[src/rtl/register_file_2reg.sv]
// -----------------------------------------------------------------------------
// register_file_2reg
//
// Two-entry operand store for the CPU datapath. The result bus is written into
// one of two WIDTH-bit registers (R0, R1) on the rising clock edge, and two
// independent combinational read ports supply the two ALU operands.
//
// Ports:
//   clk      in   1      clock; writes occur on the rising edge
//   reset    in   1      asynchronous, active-high; clears R0 and R1
//   Input    in   WIDTH  write data (result bus)
//   seti     in   1      write select: 0 = R0, 1 = R1
//   WR       in   1      write enable, active-high
//   seto1    in   1      read select for Output1: 0 = R0, 1 = R1
//   seto2    in   1      read select for Output2: 0 = R0, 1 = R1
//   Output1  out  WIDTH  R[seto1], combinational
//   Output2  out  WIDTH  R[seto2], combinational
//
// There is no write-to-read bypass: a read of the register being written shows
// the old value until the capturing edge and the new value right after it.
// -----------------------------------------------------------------------------
module register_file_2reg #(
  parameter int WIDTH = 32
) (
  input  logic             clk,
  input  logic             reset,
  input  logic [WIDTH-1:0] Input,
  input  logic             seti,
  input  logic             WR,
  input  logic             seto1,
  input  logic             seto2,
  output logic [WIDTH-1:0] Output1,
  output logic [WIDTH-1:0] Output2
);

  logic [WIDTH-1:0] r0_q, r0_d;
  logic [WIDTH-1:0] r1_q, r1_d;

  // Next-state: only the selected register takes Input, and only when WR=1.
  always_comb begin
    // NOTE: every combinationally assigned signal gets a default first so no
    // path through the block leaves it unassigned (which would infer a latch).
    r0_d = r0_q;
    r1_d = r1_q;
    if (WR) begin
      if (seti) r1_d = Input;
      else      r0_d = Input;
    end
  end

  // Storage. Reset is asynchronous and has priority over any write.
  always_ff @(posedge clk or posedge reset) begin
    // NOTE: the register file is only two entries of flops, so both are
    // reset explicitly; a larger RAM-style array would normally not be.
    if (reset) begin
      // NOTE: sequential state uses non-blocking assignment so every flop
      // samples its pre-edge inputs regardless of statement order.
      r0_q <= '0;
      r1_q <= '0;
    end else begin
      r0_q <= r0_d;
      r1_q <= r1_d;
    end
  end

  // Two independent read muxes straight off the register outputs.
  assign Output1 = seto1 ? r1_q : r0_q;
  assign Output2 = seto2 ? r1_q : r0_q;

endmodule

[config.mk]
export PLATFORM = sky130hd
export DESIGN_NAME = register_file_2reg
export DESIGN_NICKNAME = d
export VERILOG_FILES = /design/src/rtl/register_file_2reg.sv
export SDC_FILE = /design/constraint.sdc
export NUM_CORES = 1
export LEC_CHECK = 0
export BUFFER_PORTS_ARGS = -buffer_cell sky130_fd_sc_hd__buf_2
export CAP_MARGIN = 15
export CORE_ASPECT_RATIO = 1.1
export CORE_MARGIN = 1.5
export CORE_UTILIZATION = 40
export CTS_CLUSTER_DIAMETER = 200
export CTS_CLUSTER_SIZE = 28
export DETAILED_ROUTE_END_ITERATION = 12
export GPL_TIMING_DRIVEN = 0
export PLACE_DENSITY = 0.63
export SYNTH_ARGS = -nofsm -noshare
export SYNTH_HDL_FRONTEND = slang
export SYNTH_SLANG_ARGS = --single-unit
export TNS_END_PERCENT = 30
[constraint.sdc]
create_clock -name clk -period 2.3 [get_ports clk]
set_clock_uncertainty 0.1 [all_clocks]
set_input_delay 0.23 -clock clk [delete_from_list [all_inputs] [get_ports clk]]
set_output_delay 0.23 -clock clk [all_outputs]
set_load 0.02 [all_outputs]
# After elaboration in Yosys (flattened, before gate mapping)
# Index checks and enable logic that the tools add are counted.
dict set report word_totals {
  ram_bits 0
  rom_bits 0
  output_inout_bits 64
  wordCells 7
  mem_count 0
  regBits 64
  input_bits 38
  latchBits 0
}
dict set report classes {
  n_eq_ne 0
  addsub 0
  n_mux 2
  n_shift 0
  multipliers 0
  n_lt_le_gt_ge 0
  div_mod_pow 0
  reduce_logical 2
  bitwise_logic 1
}
# operator count
set ops {}
lappend ops {{$mux W32} 2}
lappend ops {{$reduce_and A2 Y1} 2}
lappend ops {{$not A1 Y1} 1}

# Depth between registers and ports, before layout
# Gate-level depths: netlist (run 1).
dict set report depth {
  depth_word 2
  ltp_mapped 4
}

# Worst setup path after synthesis (run 1)
# No wires, ideal clock.
dict set report synth_timing {
  path_type {in2out}
  start {input seto2}
  end {output Output2[0]}
  stages 3
  slack_ns 0.965
  t_arrival_ns 1.005
  path_buffers 2
  cell_sequence {clkbuf_1 > buf_4 > mux2_1}
}
dict set report synth_via {
  elab_chain_len 1
}
# element line_no
set synth_rtl {}
lappend synth_rtl {{start: declaration} 31} ;# input logic seto2,
lappend synth_rtl {{$mux W32} 68} ;# assign Output2 = seto2 ? r1_q : r0_q;
lappend synth_rtl {{end: declaration} 33} ;# output logic [WIDTH-1:0] Output2
# Every way passes these cells.

# Worst setup path in the final report (run 1)
dict set report layout_timing {
  start {input seto2}
  end {output Output2[15]}
}
# The elaborated chain is that of the path after synthesis.

==> impl_summary.log, run 1 <==
[metrics] outcome: complete, no violations
[metrics] Critical Path Fanout Max: 10
[metrics] worst hold path type: input pin to register
[metrics] 1st-iter DRT viols: 47
[metrics] largest stage delay on the critical path: 0.37 ns
[metrics] Period minus WS final: 1.568 ns
[metrics] cells along the critical path: clkbuf_1 > buf_4 > mux2_2 > buf_2
[metrics] Power Density: 795.2 mW/mm^2
[metrics] number of fillers in the final layout: 714
[metrics] Seq/Total Area, Yosys: 49.65%
[metrics] Max Fclk: 637.9 MHz
[metrics] setup slack of the critical path after layout: 0.7323 ns
[metrics] gate count after technology mapping: 210
[metrics] final core area utilization: 51.59%
[metrics] max_cap viols: 0
[metrics] Post-Syn Nets: 248
[metrics] net total in the final layout: 360
[metrics] Synth area leader: dfrtp_1
[metrics] DIE WIDTH: 88.62 um
[metrics] GRT Total Usage: 16.25%
[metrics] post-placement cell area: 0.003876 mm^2
[metrics] top cell family by delay on the critical path: buffers and inverters
[metrics] Worst Path Buf+Inv: 3
[metrics] count of unique library cells instantiated by Yosys: 10
[metrics] relative slew slack: 56.99%
[metrics] most frequent standard cell in the layout excluding fill and tap cells: mux2_2
[metrics] initial antenna violation count: 0
[metrics] number of placed I/O pins: 102
[metrics] commonest cells after routing, fill and taps aside: mux2_2 (114), buf_2 (99), dfrtp_1 (64)
[metrics] cell row count: 34
[metrics] P_leak: 1.867 nW
[metrics] pre-CTS worst setup slack: 0.7135 ns
[metrics] vias per inst: 4.733
[metrics] master cell of the clock root buffer: clkbuf_8
[metrics] slew at the pin closest to its max-slew limit: 0.6442 ns
[metrics] total of flip-flops plus latches after synthesis: 64
[metrics] area of the die: 0.008612 mm^2
[metrics] CTS tree: done
[metrics] setup repair after global routing missed its margin: no
[metrics] drt drc: 0
[metrics] Final Max Slew Viols: 0
[metrics] clock-pin transition on the worst setup and hold timing paths: 0.07 ns
[metrics] Syn. warnings: 0
[metrics] overall power of the completed layout: 3.229 mW
[metrics] top cells by area, synth: dfrtp_1 (50%), mux2_2 (40%), mux2_4 (4.7%)
[metrics] number of H-tree levels: 3
[metrics] synthesized area divided by synthesized cell count: 15.36 um^2
[metrics] Worst-Skew Late Latency: 0.33 ns
[metrics] CTS max path bufs: 2
[metrics] data arrival time at the worst-slack endpoint: 1.24 ns
[metrics] post-synthesis to final-layout area growth: 25.87%
[metrics] Placeable Area: 0.007870 mm^2
[metrics] DP HPWL: 4.505 mm
[metrics] mean routed wirelength per cell: 15.25 um
[metrics] WL final: 6.633 mm
[metrics] number of clock sinks seen by CTS: 64
[metrics] ratio of cells with drive above 1 in the final layout: 77.37%
[metrics] number of vias after detailed routing: 2059
[metrics] number of hold violations in the final report: 0
[metrics] first-pass GRT wire length: 10.55 mm
[metrics] launching element type of the critical path: input pin
[metrics] diodes inserted: 0
[metrics] global placer's final weighted congestion: 0.6709
[metrics] final cell area excluding filler cells: 0.004060 mm^2
[metrics] buffer count from post-CTS setup fixing: 0
[metrics] crit share post-route: 68.16%
[metrics] maximum number of pins on one net before global-route repair: 37
[metrics] critical path capture point type: primary output
[metrics] Cell Area, Synth: 0.003226 mm^2
[metrics] die height: 97.18 um
[metrics] Final setup viols: 0
[metrics] DR pass1 iterations: 3
[metrics] critical-path cell with the highest stage delay: mux2_2
[metrics] CTS Buf Count: 9
[metrics] WS Path Type: input pin to primary output
[metrics] number of nets with antenna violations after routing: 0
[metrics] Peak VDD IR: 0.4133 mV
[metrics] Initial Util: 40.99%
[metrics] leftover overflow at the end of global routing: 0
[metrics] share of Yosys cell area claimed by the top area cell type: 49.65%
[metrics] CP Data Required Time: 1.97 ns
[metrics] via count of the first global-routing pass: 2145
[metrics] Port-buffer cells: 99
per-stage QoR:
step | cells | hold WS [ns] | TNS, ns
2_1_floorplan | 210 | 0.2780 | 0
3_5_place_dp | 418 | 0.2474 | 0
6_report | 435 | 0.03655 | 0
5_1_grt | 435 | 0.02076 | 0
3_3_place_gp | 417 | 0.3759 | -31.72
4_1_cts | 435 | 0.01659 | 0
cell usage after synthesis:
master	count
clkbuf_1	2
mux2_2	114
mux2_1	4
nor2b_1	1
buf_6	7
nand2_1	1
mux2_4	10
inv_1	1
buf_4	6
dfrtp_1	64
registers in the layout, indices dropped and copies added (netlist names):
register	flops
r1_q	32
r0_q	32
kinds of logic (layout without fill, tap and decap cells):
family / after synthesis / in the layout / synth area share (%)
mux: 128 / 128 / 45.85
flops: 64 / 64 / 49.65
buf+inv: 16 / 133 / 4.189
simple gates: 2 / 2 / 0.3103
per-layer routing:
| layer | global-route usage (%) | routed length (um) | vias up |
|---|---|---|---|
| met1 | 20.38 | 2949 | 1005 |
| met4 | 5.409 | 72 | 0 |
| met5 | 0 | 0 | - |
| met2 | 25.87 | 3176 | 65 |
| li1 | - | - | 983 |
| met3 | 5.607 | 434 | 6 |
power by group:
part | internal (mW) | leakage (nW) | switching [mW]
registers | 1.29 | 0.751 | 0.111
clock network | 0.417 | 0.0813 | 0.428
logic | 0.481 | 1.03 | 0.498
worst paths after layout:
kind                       cells past startpoint          end  slack [ns]      start
max in group asynchronous                      4     r0_q[31]        1.03      reset
min in group asynchronous                      3      r0_q[4]        0.45      reset
hold reg to reg                                1      r0_q[0]        0.42    r0_q[0]
setup / recovery                               4  Output2[15]        0.73      seto2
setup reg to reg                               1     r0_q[23]        1.42   r0_q[23]
hold / removal                                 2     r0_q[23]        0.04  Input[23]
what timing repair did:
action | CTS | global route
setup endpoints to repair | 0 | 0
resized for setup | 0 | 0
endpoints found under the hold margin | 28 | 0
hold buffers | 1 | 0
layout make-up:
class	instances	area [um^2]	share of cell area, %
plain buffers	15	131.4	3.236
clock buffers	11	141.4	3.482
clock inverters	5	32.53	0.8012
inverters	1	3.754	0.09245
multi-input cells	130	1489	36.67
flip-flops and latches	64	1602	39.45
well taps	108	135.1	3.328
repair buffers	101	525.5	12.94
No activity file was read; power rests on OpenSTA's default activity.
==> run 2, diff against run 1 <==
- PLACE_DENSITY: 0.63 -> 0.66
- clock period: 2.3 -> 1.4 ns (I/O delays scaled with it)
==> run 2 against run 1 <==
Sequential power rose by 66%. Global-route usage rose by 0.90 points. Hold slack improved by 0.18 ns. Worst setup slack got worse by 0.73 ns. Combinational power rose by 110%. Via count rose by 9.6%. Critical endpoint is now Output2[27]. Largest power group unchanged. Highest routed layer unchanged.
==> impl_summary.log, run 2 (synthesized netlist as in run 1, its figures left out) <==
[metrics] outcome: complete, no violations
[metrics] die height: 97.18 um (unchanged)
[metrics] WS Path Type: register to primary output
[metrics] WL final: 7.269 mm (+9.6%)
[metrics] 1st-iter DRT viols: 49 (+4.3%)
[metrics] Worst-Skew Late Latency: 0.33 ns (about the same)
[metrics] leftover overflow at the end of global routing: 0 (unchanged)
[metrics] worst flop-to-flop path endpoint: r0_q[28]
[metrics] Initial Util: 40.99% (unchanged)
[metrics] number of H-tree levels: 3 (unchanged)
[metrics] Final setup viols: 0 (unchanged)
[metrics] FF-to-FF setup slack: 0.39 ns (-1.03 ns)
[metrics] Max Fclk: 715.8 MHz
[metrics] mean routed wirelength per cell: 15.40 um (+1.0%)
[metrics] maximum number of pins on one net before global-route repair: 36 (-2.7%)
[metrics] largest stage delay on the critical path: 0.40 ns (+0.03 ns)
[metrics] slew at the pin closest to its max-slew limit: 0.7790 ns (+0.1348 ns)
[metrics] max_cap viols: 0 (unchanged)
[metrics] startpoint of the lowest-slack register-to-register path: r0_q[28]
[metrics] Placeable Area: 0.007870 mm^2 (unchanged)
[metrics] P_leak: 2.234 nW (+20%)
[metrics] CTS Buf Count: 9 (unchanged)
[metrics] first-pass GRT wire length: 11.22 mm (+6.3%)
[metrics] number of cells traversed by the worst register-to-register path: 2 (+1)
[metrics] setup repair after global routing missed its margin: yes
[metrics] pre-CTS worst setup slack: -0.03350 ns (-0.7470 ns)
[metrics] number of clock sinks seen by CTS: 64 (unchanged)
[metrics] number of placed I/O pins: 102 (unchanged)
[metrics] CTS tree: done
[metrics] vias per inst: 4.782 (+1.0%)
[metrics] Multi-input gate area: 0.001583 mm^2 (+6.3%)
[metrics] via count of the first global-routing pass: 2349 (+9.5%)
[metrics] setup slack of the critical path after layout: 0.002900 ns (-0.7294 ns)
[metrics] switching power of the nets: 1.785 mW (+72%)
[metrics] Final Max Slew Viols: 0 (unchanged)
[metrics] net total in the final layout: 397 (+10%)
[metrics] diodes inserted: 0 (unchanged)
[metrics] GRT Total Usage: 17.15% (+0.90 points)
[metrics] number of cells on the worst hold path: 4 (+2)
[metrics] global placer's final weighted congestion: 0.7163 (+6.8%)
[metrics] area of the die: 0.008612 mm^2 (unchanged)
[metrics] Endpoint, Worst Hold: r0_q[30]
[metrics] number of fillers in the final layout: 627 (-12%)
[metrics] crit share post-route: 99.79%
[metrics] Worst Min Path Start: seti
[metrics] data arrival time at the worst-slack endpoint: 1.16 ns (-0.08 ns)
[metrics] number of vias after detailed routing: 2257 (+9.6%)
[metrics] area taken by flip-flops and latches: 0.001602 mm^2 (unchanged)
[metrics] top cell family by delay on the critical path: flip-flops
[metrics] DIE WIDTH: 88.62 um (unchanged)
[metrics] post-synthesis to final-layout area growth: 48.29%
[metrics] share of power burned in the clock network: 27.9% (+1.7 points)
[metrics] DP HPWL: 4.643 mm (+3.1%)
[metrics] worst hold path type: input pin to register
[metrics] most frequent standard cell in the layout excluding fill and tap cells: mux2_2
[metrics] Worst Path Buf+Inv: 1 (-2)
[metrics] drt drc: 0 (unchanged)
[metrics] number of nets with antenna violations after routing: 0 (unchanged)
[metrics] launching element type of the critical path: register
[metrics] switching portion of total power: 29.31% (-2.8 points)
[metrics] Period minus WS final: 1.397 ns
[metrics] master cell of the clock root buffer: clkbuf_8
[metrics] minimum hold slack: 0.2178 ns (+0.1813 ns)
[metrics] Critical Path Fanout Max: 3 (-7)
[metrics] critical path capture point type: primary output
[metrics] number of hold violations in the final report: 0 (unchanged)
[metrics] clock-pin transition on the worst setup and hold timing paths: 0.07 ns (about the same)
[metrics] initial antenna violation count: 0 (unchanged)
[metrics] Setup Total Neg Slack: 0 ns (unchanged)
[metrics] Regs by FF count: r0_q x32, r1_q x32
[metrics] relative slew slack: 47.96% (-9.0 points)
[metrics] final core area utilization: 60.78% (+9.2 points)
[metrics] Power Density: 1273 mW/mm^2 (+60%)
[metrics] cells along the critical path: mux2_2 > buf_2
[metrics] fraction of power consumed by combinational cells: 33.9% (+3.6 points)
[metrics] commonest cells after routing, fill and taps aside: mux2_2 (93), buf_2 (64), dfrtp_1 (64)
[metrics] CP Data Required Time: 1.16 ns (-0.81 ns)
[metrics] internal power of the cells: 4.304 mW (+96%)
[metrics] ratio of cells with drive above 1 in the final layout: 72.25% (-5.1 points)
[metrics] DR pass1 iterations: 4 (+1)
[metrics] critical-path cell with the highest stage delay: dfrtp_1
[metrics] cell row count: 34 (unchanged)
[metrics] Port-buffer cells: 99 (unchanged)
[metrics] Peak VDD IR: 0.6239 mV (+51%)
[metrics] portion of total power attributed to sequential cells: 38.2% (-5.3 points)
[metrics] CTS max path bufs: 2 (unchanged)
run 2: cell types whose count changed in the layout (fill, tap and decap cells not counted), sizes merged:
| cell | change |
|---|---|
| dlygate4sd3 | +32 |
| buf | +5 |
| clkbuf | +3 |
| clkinvlp | -2 |
| bufinv | +1 |
| clkinv | -1 |
| inv | -1 |
run 2: layout make-up:
class,instances,area share [%]
buffer,15,2.851
clock buffer,14,3.819
clock inverter,2,0.7324
inverter,1,0.1569
multi-input combinational,130,33.09
sequential,64,33.48
tap,108,2.825
timing repair buffer,138,23.04
run 2: worst register-to-register path, cell delays in order (launching register included):
cell,delay [ns]
dfrtp_1,0.40
buf_4,0.14
mux2_4,0.25
run 2: power groups by stage:
stage / clock network, mW / registers (mW) / logic (mW)
final: 1.70 / 2.33 / 2.06
after floorplan: 0 / 2.28 / 1.19
after detailed placement: 0 / 2.34 / 1.63
after global placement: 0 / 2.32 / 1.61
after global routing: 1.81 / 2.36 / 2.20
after CTS: 1.74 / 2.31 / 1.85
run 2: through the flow:
step / instances / area (um^2) / power [mW]
floorplan: 210 / 3229 / 3.468
global placement: 417 / 3860 / 3.929
detailed placement: 418 / 3880 / 3.975
CTS: 469 / 4564 / 5.908
global route: 472 / 4783 / 6.368
finish: 472 / 4783 / 6.089
run 2: worst max-delay path by stage:
stage / start / end / slack [ns] / cells after the start
after floorplan: seto2 / Output2[0] / 0.25 / 3
after global placement: reset / r1_q[18] / -0.06 / 2
after detailed placement: seto1 / Output1[20] / -0.03 / 4
after CTS: r1_q[20] / Output2[20] / -0.02 / 2
after global routing: r0_q[23] / Output2[23] / -0.05 / 2
final: r0_q[27] / Output2[27] / 0.003 / 2
run 2: per-layer routing:
metal  vias up  global-route usage (%)  wire length [um]
li1       1056                       -                 -
met4         0                   6.851                62
met1      1131                   20.68              3166
met2        64                   28.50              3692
met5         -                       0                 0
met3         6                   4.673               346
run 2: timing repair:
action,in CTS,in global routing
hold buffers,33,0
resized for setup,38,60
hold endpoints to repair,98,0
buffers inserted,2,3
endpoints found under the setup margin,56,64
pin swaps,0,0
